## src/rtl/uart_pkg.sv

```systemverilog
// Shared definitions for the UART echo path: drain FSM state encoding and
// the ASCII control characters used by the optional CR->CRLF expansion.
// Optional feature macro: UART_CRLF_EN (adds the S_LF state).
package uart_pkg;

    typedef enum logic [2:0] {
        S_IDLE  = 3'd0,
        S_START = 3'd1,
        S_ARM   = 3'd2,
        S_WAIT  = 3'd3
`ifdef UART_CRLF_EN
        ,
        S_LF    = 3'd4
`endif
    } drain_state_t;

    localparam logic [7:0] ASCII_CR = 8'h0D;
    localparam logic [7:0] ASCII_LF = 8'h0A;

endpackage

```

## src/rtl/sync_fifo.sv

```systemverilog
// Synchronous first-word-fall-through FIFO. rd_data shows the head entry
// whenever the FIFO is not empty. Pointers carry one extra wrap bit so that
// full and empty are distinguishable without a separate flag.
module sync_fifo #(
    parameter  int WIDTH  = 8,
    parameter  int DEPTH  = 16,
    localparam int ADDR_W = $clog2(DEPTH)
) (
    input  logic              clk,
    input  logic              rst,
    input  logic              wr_en,
    input  logic [WIDTH-1:0]  wr_data,
    input  logic              rd_en,
    output logic [WIDTH-1:0]  rd_data,
    output logic              full,
    output logic              empty,
    output logic [ADDR_W:0]   count
);

    localparam logic [ADDR_W:0] PTR_ONE = {{ADDR_W{1'b0}}, 1'b1};

    logic [ADDR_W:0]  wr_ptr_r;
    logic [ADDR_W:0]  rd_ptr_r;
    logic [ADDR_W:0]  count_r;
    logic [WIDTH-1:0] mem_r [DEPTH];

    logic full_s;
    logic empty_s;
    logic do_rd_s;
    logic do_wr_s;

    assign full_s  = (wr_ptr_r[ADDR_W] != rd_ptr_r[ADDR_W]) &&
                     (wr_ptr_r[ADDR_W-1:0] == rd_ptr_r[ADDR_W-1:0]);
    assign empty_s = (wr_ptr_r == rd_ptr_r);

    // A read only happens when there is data; a write into a full FIFO is
    // only accepted when a read frees the head slot in the same cycle.
    assign do_rd_s = rd_en & ~empty_s;
    assign do_wr_s = wr_en & (~full_s | do_rd_s);

    // Pointer and occupancy registers.
    always_ff @(posedge clk or posedge rst) begin
        if (rst) begin
            wr_ptr_r <= {(ADDR_W+1){1'b0}};
            rd_ptr_r <= {(ADDR_W+1){1'b0}};
            count_r  <= {(ADDR_W+1){1'b0}};
        end else begin
            if (do_wr_s) begin
                wr_ptr_r <= wr_ptr_r + PTR_ONE;
            end
            if (do_rd_s) begin
                rd_ptr_r <= rd_ptr_r + PTR_ONE;
            end
            case ({do_wr_s, do_rd_s})
                2'b10:   count_r <= count_r + PTR_ONE;
                2'b01:   count_r <= count_r - PTR_ONE;
                default: count_r <= count_r;
            endcase
        end
    end

    // Storage array; contents need no reset because empty masks them.
    always_ff @(posedge clk) begin
        if (do_wr_s) begin
            mem_r[wr_ptr_r[ADDR_W-1:0]] <= wr_data;
        end
    end

    assign rd_data = mem_r[rd_ptr_r[ADDR_W-1:0]];
    assign full    = full_s;
    assign empty   = empty_s;
    assign count   = count_r;

endmodule

```

## src/rtl/uart_echo_buffer.sv

```systemverilog
// Elastic buffer between uart_rx and uart_tx in the echo path. Received bytes
// are queued in a FWFT FIFO; a drain FSM pops them one at a time and pulses
// tx_start, pacing itself on tx_busy.
// Optional feature macro: UART_CRLF_EN -- every transmitted CR is followed by
// an inserted LF (the LF itself is never expanded).
module uart_echo_buffer
    import uart_pkg::*;
#(
    parameter  int DEPTH  = 16,
    localparam int ADDR_W = $clog2(DEPTH)
) (
    input  logic              clk,
    input  logic              rst,
    input  logic [7:0]        rx_data,
    input  logic              rx_ready,
    input  logic              tx_busy,
    input  logic              ovf_clr,
    output logic              tx_start,
    output logic [7:0]        tx_data,
    output logic [ADDR_W:0]   fifo_count,
    output logic              overflow,
    output logic [7:0]        last_byte
);

    drain_state_t state_r;
    drain_state_t state_next_s;

    logic            pop_s;
    logic            drop_s;
    logic            fifo_full_s;
    logic            fifo_empty_s;
    logic [7:0]      fifo_head_s;
    logic [ADDR_W:0] fifo_count_s;
`ifdef UART_CRLF_EN
    logic            load_lf_s;
`endif

    logic            tx_start_r;
    logic [7:0]      tx_data_r;
    logic            overflow_r;
    logic [7:0]      last_byte_r;

    sync_fifo #(
        .WIDTH (8),
        .DEPTH (DEPTH)
    ) u_fifo (
        .clk     (clk),
        .rst     (rst),
        .wr_en   (rx_ready),
        .wr_data (rx_data),
        .rd_en   (pop_s),
        .rd_data (fifo_head_s),
        .full    (fifo_full_s),
        .empty   (fifo_empty_s),
        .count   (fifo_count_s)
    );

    // A byte is lost only when the FIFO is full and no pop frees a slot.
    assign drop_s = rx_ready & fifo_full_s & ~pop_s;

    // Drain FSM state register.
    always_ff @(posedge clk or posedge rst) begin
        if (rst) begin
            state_r <= S_IDLE;
        end else begin
            state_r <= state_next_s;
        end
    end

    // Drain FSM next-state and pop decision.
    always_comb begin
        state_next_s = state_r;
        pop_s        = 1'b0;
`ifdef UART_CRLF_EN
        load_lf_s    = 1'b0;
`endif
        case (state_r)
            S_IDLE: begin
                if (!fifo_empty_s) begin
                    pop_s        = 1'b1;
                    state_next_s = S_START;
                end else begin
                    state_next_s = S_IDLE;
                end
            end
            S_START: begin
                state_next_s = S_ARM;
            end
            S_ARM: begin
                // uart_tx raises busy one cycle after sampling tx_start.
                state_next_s = S_WAIT;
            end
            S_WAIT: begin
                if (!tx_busy) begin
`ifdef UART_CRLF_EN
                    if (tx_data_r == ASCII_CR) begin
                        state_next_s = S_LF;
                    end else begin
                        state_next_s = S_IDLE;
                    end
`else
                    state_next_s = S_IDLE;
`endif
                end else begin
                    state_next_s = S_WAIT;
                end
            end
`ifdef UART_CRLF_EN
            S_LF: begin
                load_lf_s    = 1'b1;
                state_next_s = S_START;
            end
`endif
            default: begin
                state_next_s = S_IDLE;
            end
        endcase
    end

    // tx_start is registered so it is high exactly while the FSM sits in S_START.
    always_ff @(posedge clk or posedge rst) begin
        if (rst) begin
            tx_start_r <= 1'b0;
        end else begin
            tx_start_r <= (state_next_s == S_START);
        end
    end

    // Transmit byte: loaded on a pop (or inserted LF), then held through the frame.
    always_ff @(posedge clk or posedge rst) begin
        if (rst) begin
            tx_data_r <= 8'h00;
        end else if (pop_s) begin
            tx_data_r <= fifo_head_s;
`ifdef UART_CRLF_EN
        end else if (load_lf_s) begin
            tx_data_r <= ASCII_LF;
`endif
        end else begin
            tx_data_r <= tx_data_r;
        end
    end

    // Sticky overflow flag; a new drop wins over a simultaneous clear.
    always_ff @(posedge clk or posedge rst) begin
        if (rst) begin
            overflow_r <= 1'b0;
        end else if (drop_s) begin
            overflow_r <= 1'b1;
        end else if (ovf_clr) begin
            overflow_r <= 1'b0;
        end else begin
            overflow_r <= overflow_r;
        end
    end

    // Most recent received byte, updated even when the byte is dropped.
    always_ff @(posedge clk or posedge rst) begin
        if (rst) begin
            last_byte_r <= 8'h00;
        end else if (rx_ready) begin
            last_byte_r <= rx_data;
        end else begin
            last_byte_r <= last_byte_r;
        end
    end

    assign tx_start   = tx_start_r;
    assign tx_data    = tx_data_r;
    assign fifo_count = fifo_count_s;
    assign overflow   = overflow_r;
    assign last_byte  = last_byte_r;

endmodule
```

## config.mk

```make
export PLATFORM = sky130hd
export DESIGN_NAME = uart_echo_buffer
export DESIGN_NICKNAME = d
export VERILOG_FILES = /design/src/rtl/uart_pkg.sv /design/src/rtl/sync_fifo.sv /design/src/rtl/uart_echo_buffer.sv
export SDC_FILE = /design/constraint.sdc
export NUM_CORES = 1
export LEC_CHECK = 0
export BUFFER_PORTS_ARGS = -buffer_cell sky130_fd_sc_hd__buf_2
export CORE_UTILIZATION = 35
export DETAILED_ROUTE_END_ITERATION = 16
export PLACE_DENSITY = 0.56
export SYNTH_ARGS = -nofsm -noshare
export SYNTH_HDL_FRONTEND = slang
export SYNTH_SLANG_ARGS = --single-unit
```

## constraint.sdc

```tcl
create_clock -name clk -period 2.6 [get_ports clk]
set_input_delay 0.26 -clock clk [delete_from_list [all_inputs] [get_ports clk]]
set_output_delay 0.26 -clock clk [all_outputs]
set_load 0.02 [all_outputs]
```

**Yosys cells after proc, flatten, opt, wreduce, memory -nomap -nowiden**

Memories as Yosys holds them, arrays and structs flattened. A register that Yosys moved wholly into a read port is not among the register bits.
Index checks and enable logic that the tools add are counted.

- $add $sub $neg: 4
- Eq/ne operators: 9
- Muxes and demuxes: 10
- Bitwise gates (word level): 8
- Reduce and logical (&&, ||, !) cells: 4

Operator list:

| cell | count |
|---|---|
| 5-bit by 1-bit adder with 5-bit output, second input constant | 3 |
| 3-bit case mux with 4 select lines | 1 |
| 5-bit case mux with 2 select lines | 1 |
| 1-bit two-way mux | 7 |
| 3-bit by 1-bit == test with 1-bit output, second input constant | 2 |
| 3-bit by 2-bit == test with 1-bit output, second input constant | 2 |
| 5-bit == test | 1 |
| 5-bit by 1-bit subtractor with 5-bit output, second input constant | 1 |
| 1-bit AND | 4 |
| 4-bit == test | 1 |
| 2-bit nonzero test | 2 |
| 3-bit logical NOT | 1 |
| 1-bit NOT | 3 |
| 2-bit by 1-bit == test with 1-bit output, second input constant | 1 |
| 2-bit == test, second input constant | 1 |
| 2-bit two-way mux | 1 |
| 1-bit logical AND | 1 |
| 1-bit inequality test | 1 |
| 1-bit bitwise OR | 1 |

- Register bits: 28
- Memory bits (writable): 128
- Input bits: 13
- Output and inout port bits: 23
- Memories: 1

Memory list:

| memory | words | width | rd ports | clocked after memory_dff | wr ports | line | source |
|---|---|---|---|---|---|---|---|
| u_fifo.mem_r | 16 | 8 | 1 | 1 | 1 | sync_fifo.sv:25 | `logic [WIDTH-1:0] mem_r [DEPTH];` |

**Depth between registers and ports, before layout**

- Depth in word-level cells: 8
- Depth in mapped cells: 11
- Gate-level depth less buffers: 10

**Cells and area by module**

A second synthesis with hierarchy kept.

- Cell total of the unflattened synthesis: 350
- Area total of the unflattened synthesis: 6,591.3 µm²

By module, submodules not included:

| module | times used | cells an instance | area each (µm²) | sequential area each (µm²) |
|---|---|---|---|---|
| sync_fifo | 1 | 302 | 5,838.1 | 4,219.0 |
| uart_echo_buffer | 1 | 48 | 753.2 | 500.5 |

**Least setup slack after synthesis**

OpenSTA, ideal clock, no wires.

- Path type: reg2reg
- Start point: register u_fifo.rd_ptr_r[1]
- End point: register u_fifo.count_r[4], in the netlist u_fifo.count[4]
- Library setup time: 0.079 ns
- Arrival time: 2.151 ns
- Data required time: 2.521 ns
- Path slack: 0.370 ns
- Cell stages (with the launch flop): 12
- Path buffers: 1
- Period minus slack after synthesis: 2.230 ns
- Cell sequence: dfrtp_1 > buf_6 > xnor2_1 > and4_4 > a21oi_4 > xor2_1 > ha_1 > or3_1 > a21oi_1 > nor3_1 > nor3_2 > xor2_1

- Longest elaborated chain between the ends: 8

Ends and longest elaborated chain:

| what | line | source |
|---|---|---|
| start: declaration | sync_fifo.sv:23 | `logic [ADDR_W:0] rd_ptr_r;` |
| start signal: assignment | sync_fifo.sv:45 | `rd_ptr_r <= {(ADDR_W+1){1'b0}};` |
| start signal: assignment | sync_fifo.sv:52 | `rd_ptr_r <= rd_ptr_r + PTR_ONE;` |
| 5-bit == test | sync_fifo.sv:34 | `assign empty_s = (wr_ptr_r == rd_ptr_r);` |
| 1-bit two-way mux | uart_echo_buffer.sv:79 | `if (!fifo_empty_s) begin` |
| 1-bit two-way mux | uart_echo_buffer.sv:77 | `case (state_r)` |
| 1-bit AND | sync_fifo.sv:38 | `assign do_rd_s = rd_en & ~empty_s;` |
| 1-bit bitwise OR | sync_fifo.sv:39 | `assign do_wr_s = wr_en & (~full_s \| do_rd_s);` |
| 1-bit AND | sync_fifo.sv:39 |  |
| 2-bit by 1-bit == test with 1-bit output / 2-bit == test (equally long branches) | sync_fifo.sv:54 | `case ({do_wr_s, do_rd_s})` |
| 5-bit case mux with 2 select lines / 2-bit nonzero test (equally long branches) | n/a |  |
| end signal: assignment | sync_fifo.sv:55 | `2'b10: count_r <= count_r + PTR_ONE;` |
| end signal: assignment | sync_fifo.sv:56 | `2'b01: count_r <= count_r - PTR_ONE;` |
| end signal: assignment | sync_fifo.sv:57 | `default: count_r <= count_r;` |
| end: declaration | sync_fifo.sv:24 | `logic [ADDR_W:0] count_r;` |

Parallel ways exist; a longest one is shown, timed or not.
A chain may end at the register's enable or synchronous reset.

**Worst setup path after layout**

- Start point: register u_fifo.rd_ptr_r[4]
- End point: register u_fifo.count_r[4], in the netlist u_fifo.count[4]

The elaborated chain is that of the path after synthesis.

==> impl_results.md <==
- Status: complete, no violations
- DP HPWL: 8280 um
- Initial antenna violation count: 0
- RSZ-0062 raised after global routing: false
- Clock buffer depth: 2
- CTS tree: built
- Crit share post-route: 0.885
- Max VDD drop: 562 uV
- Req. time, crit path: 2950 ps
- Initial drt markers: 158
- Synthesized Nets: 375
- Final ANT Viol Nets: 0
- Post-synthesis cell type count: 44
- Io pins: 36
- WL final: 12900 um
- Final total power: 8.24 mW
- Post-synth EDFFs: 128
- Tmin final: 2300 ps
- Core area: 0.0188 mm^2
- Layout cells sized above 1: 0.267
- Ys flop type: edfxtp_1
- Postcts setup bufs: 0
- Yosys top cell by area: edfxtp_1
- Row cnt: 50
- Setup Viol. Count Final: 0
- Initial core utilization: 0.358
- CTS sink count: 163
- Height of the die: 140 um
- Final Max Slew Viols: 0
- Congestion Overflow GR: 0
- Startpoint types: flip-flop
- HP Class: in2async
- Drt wl/cell: 19.8 um
- Yosys reg bits: 163
- Async set-reset flop share out of synthesis: 0.215
- Ant diodes: 0
- Post-Syn Area: 0.00671 mm^2
- Crit Path Max Fanout: 4
- Die W: 140 um
- First-pass DRT Iterations: 4
- Pwr dens: 1070 mW/mm^2
- # nets final: 426
- Yosys top cell area share: 0.573
- Commonest cells post-synth: edfxtp_1, dfrtp_1, mux4_1, nor2_1, nand2_1
- Via Count: 3256
- Fmax: 434 MHz
- PortBufs: 35
- Fin. Hold Viols: 0
- P&R area growth vs syn: 14.7%
- Multi-input logic area: 0.00176 mm^2
- CTS buffer count: 17
- Gr usage total: 0.142
- Setup CP Type: reg2reg
- Crit path DAT: 2650 ps
- Critical path endpoint category: flip-flop
- Synth top area cells: edfxtp_1, dfrtp_1, mux4_1
- Fill cell count: 1678
- Rel. slew slack: 0.332
- Clock slew at reported path FFs: 60 ps
- Hold-fix buffers, CTS: 0
- Most frequent cell after synthesis: edfxtp_1
- Max-cap violations: 0
- Vias in the first global route: 3352
- CTS H-Tree Depth: 4
- GPL Wtd Cong: 0.767
- Synth Warn #: 0
- Cell count of the worst reg-to-reg path: 11
- Post-CTS Resized: 0
- First-pass GRT wire length: 20000 um
- Pin count of the biggest net entering global routing: 36
- Clock Latency Late Sink: 420 ps
- Leak Pwr: 2.76 nW
- Least-Margin Pin Slew: 999 ps
- # DRC: 0
- Mapped Cells: 355
- Mean post-synth cell area: 18.9 um^2
- Setup TNS: 0 ps
- Post-route clock skew: 9.50 ps
- Clk root buf: clkbuf_16
- Full die area: 0.0197 mm^2
- Via density: 4.99
- Seq. cell area: 0.00472 mm^2
- Sequential-to-total area share from yosys stat: 0.703
[sequential cells by signal, indices dropped and copies added, names as in the netlist]
signal,cells
u_fifo.mem_r,128
u_fifo.wr_ptr_r,5
overflow,1
u_fifo.count,5
u_fifo.rd_ptr_r,5
tx_data,8
last_byte,8
state_r,2
tx_start,1
[worst paths after layout]
check / start / end / slack, ps
max in group asynchronous: rst / tx_data[1]$_DFFE_PP0P_ / 1870
hold / removal: rst / u_fifo.count[3]$_DFFE_PP0P_ / 20
hold reg to reg: state_r[1]$_DFF_PP0_ / state_r[1]$_DFF_PP0_ / 470
min in group clk: ovf_clr / overflow$_DFFE_PP0P_ / 90
setup reg to reg: u_fifo.rd_ptr_r[4]$_DFFE_PP0N_ / u_fifo.count[4]$_DFFE_PP0P_ / 300
setup / recovery: u_fifo.rd_ptr_r[4]$_DFFE_PP0N_ / u_fifo.count[4]$_DFFE_PP0P_ / 300
[kinds of logic (layout without fill, tap and decap cells)]
family / count (synthesis) / after routing / synth area share
simple gates: 63 / 63 / 0.0440
flops: 163 / 163 / 0.703
mux: 43 / 43 / 0.138
buf+inv: 25 / 89 / 0.0345
xor+xnor: 18 / 18 / 0.0235
compound gates: 36 / 36 / 0.0434
fa+ha+maj: 7 / 7 / 0.0130
[placed cells by master, fill, tap and decap left out, drive strengths merged, types with 2 or more instances in the layout]
| cell type | instances |
|---|---|
| nor2 | 21 |
| nand2b | 3 |
| nor2b | 2 |
| o21ai | 11 |
| inv | 11 |
| nand3 | 2 |
| edfxtp | 128 |
| ha | 7 |
| dfrtp | 35 |
| xor2 | 6 |
| a221oi | 9 |
| nand4 | 3 |
| mux2 | 9 |
| a22o | 8 |
| clkbuf | 24 |
| xnor2 | 12 |
| nand2 | 21 |
| mux4 | 32 |
| buf | 51 |
| mux2i | 2 |
| nor3 | 6 |
| a21oi | 4 |
| clkinvlp | 2 |
[stage by stage]
stage / hold WS, ps / instance area, um^2 / util / worst slack, ps / std cells
finish: 24.0 / 7700 / 0.410 / 298 / 653
detailed placement: 468 / 7100 / 0.379 / 279 / 621
global placement: 460 / 7100 / 0.379 / 312 / 621
CTS: 38.9 / 7700 / 0.410 / 262 / 653
global route: 88.0 / 7700 / 0.410 / 11.9 / 653
floorplan: 359 / 6710 / - / 370 / 355
[critical path, cell delays in order (launching register included)]
cell and delay, ps:
dfrtp_1 390, xor2_1 330, inv_1 100, buf_4 160, a21oi_4 130, xor2_1 80, ha_1 220, or3_1 310
a21oi_1 140, nor3_1 60, nor3_2 150, xor2_1 160
[final cells by class]
| type | count | share of cell area |
|---|---|---|
| Clock buffer | 24 | 0.0694 |
| Clock inverter | 8 | 0.00748 |
| Inverter | 6 | 0.00293 |
| Multi-Input combinational cell | 167 | 0.229 |
| Sequential cell | 163 | 0.613 |
| Tap cell | 234 | 0.0380 |
| Timing Repair Buffer | 51 | 0.0400 |
[per-layer routing]
layer	vias up	track usage	part of all wire
met4	0	0.0498	0.012
met5	-	0	0
met1	1666	0.194	0.48
met2	57	0.220	0.47
met3	14	0.0393	0.037
li1	1519	-	-
[power breakdown]
part	total (mW)	switching, mW	internal (mW)
Clock	2.42	0.978	1.44
Combinational	2.39	1.35	1.04
Sequential	3.44	0.207	3.23
Power figures use the tool's default switching activity.
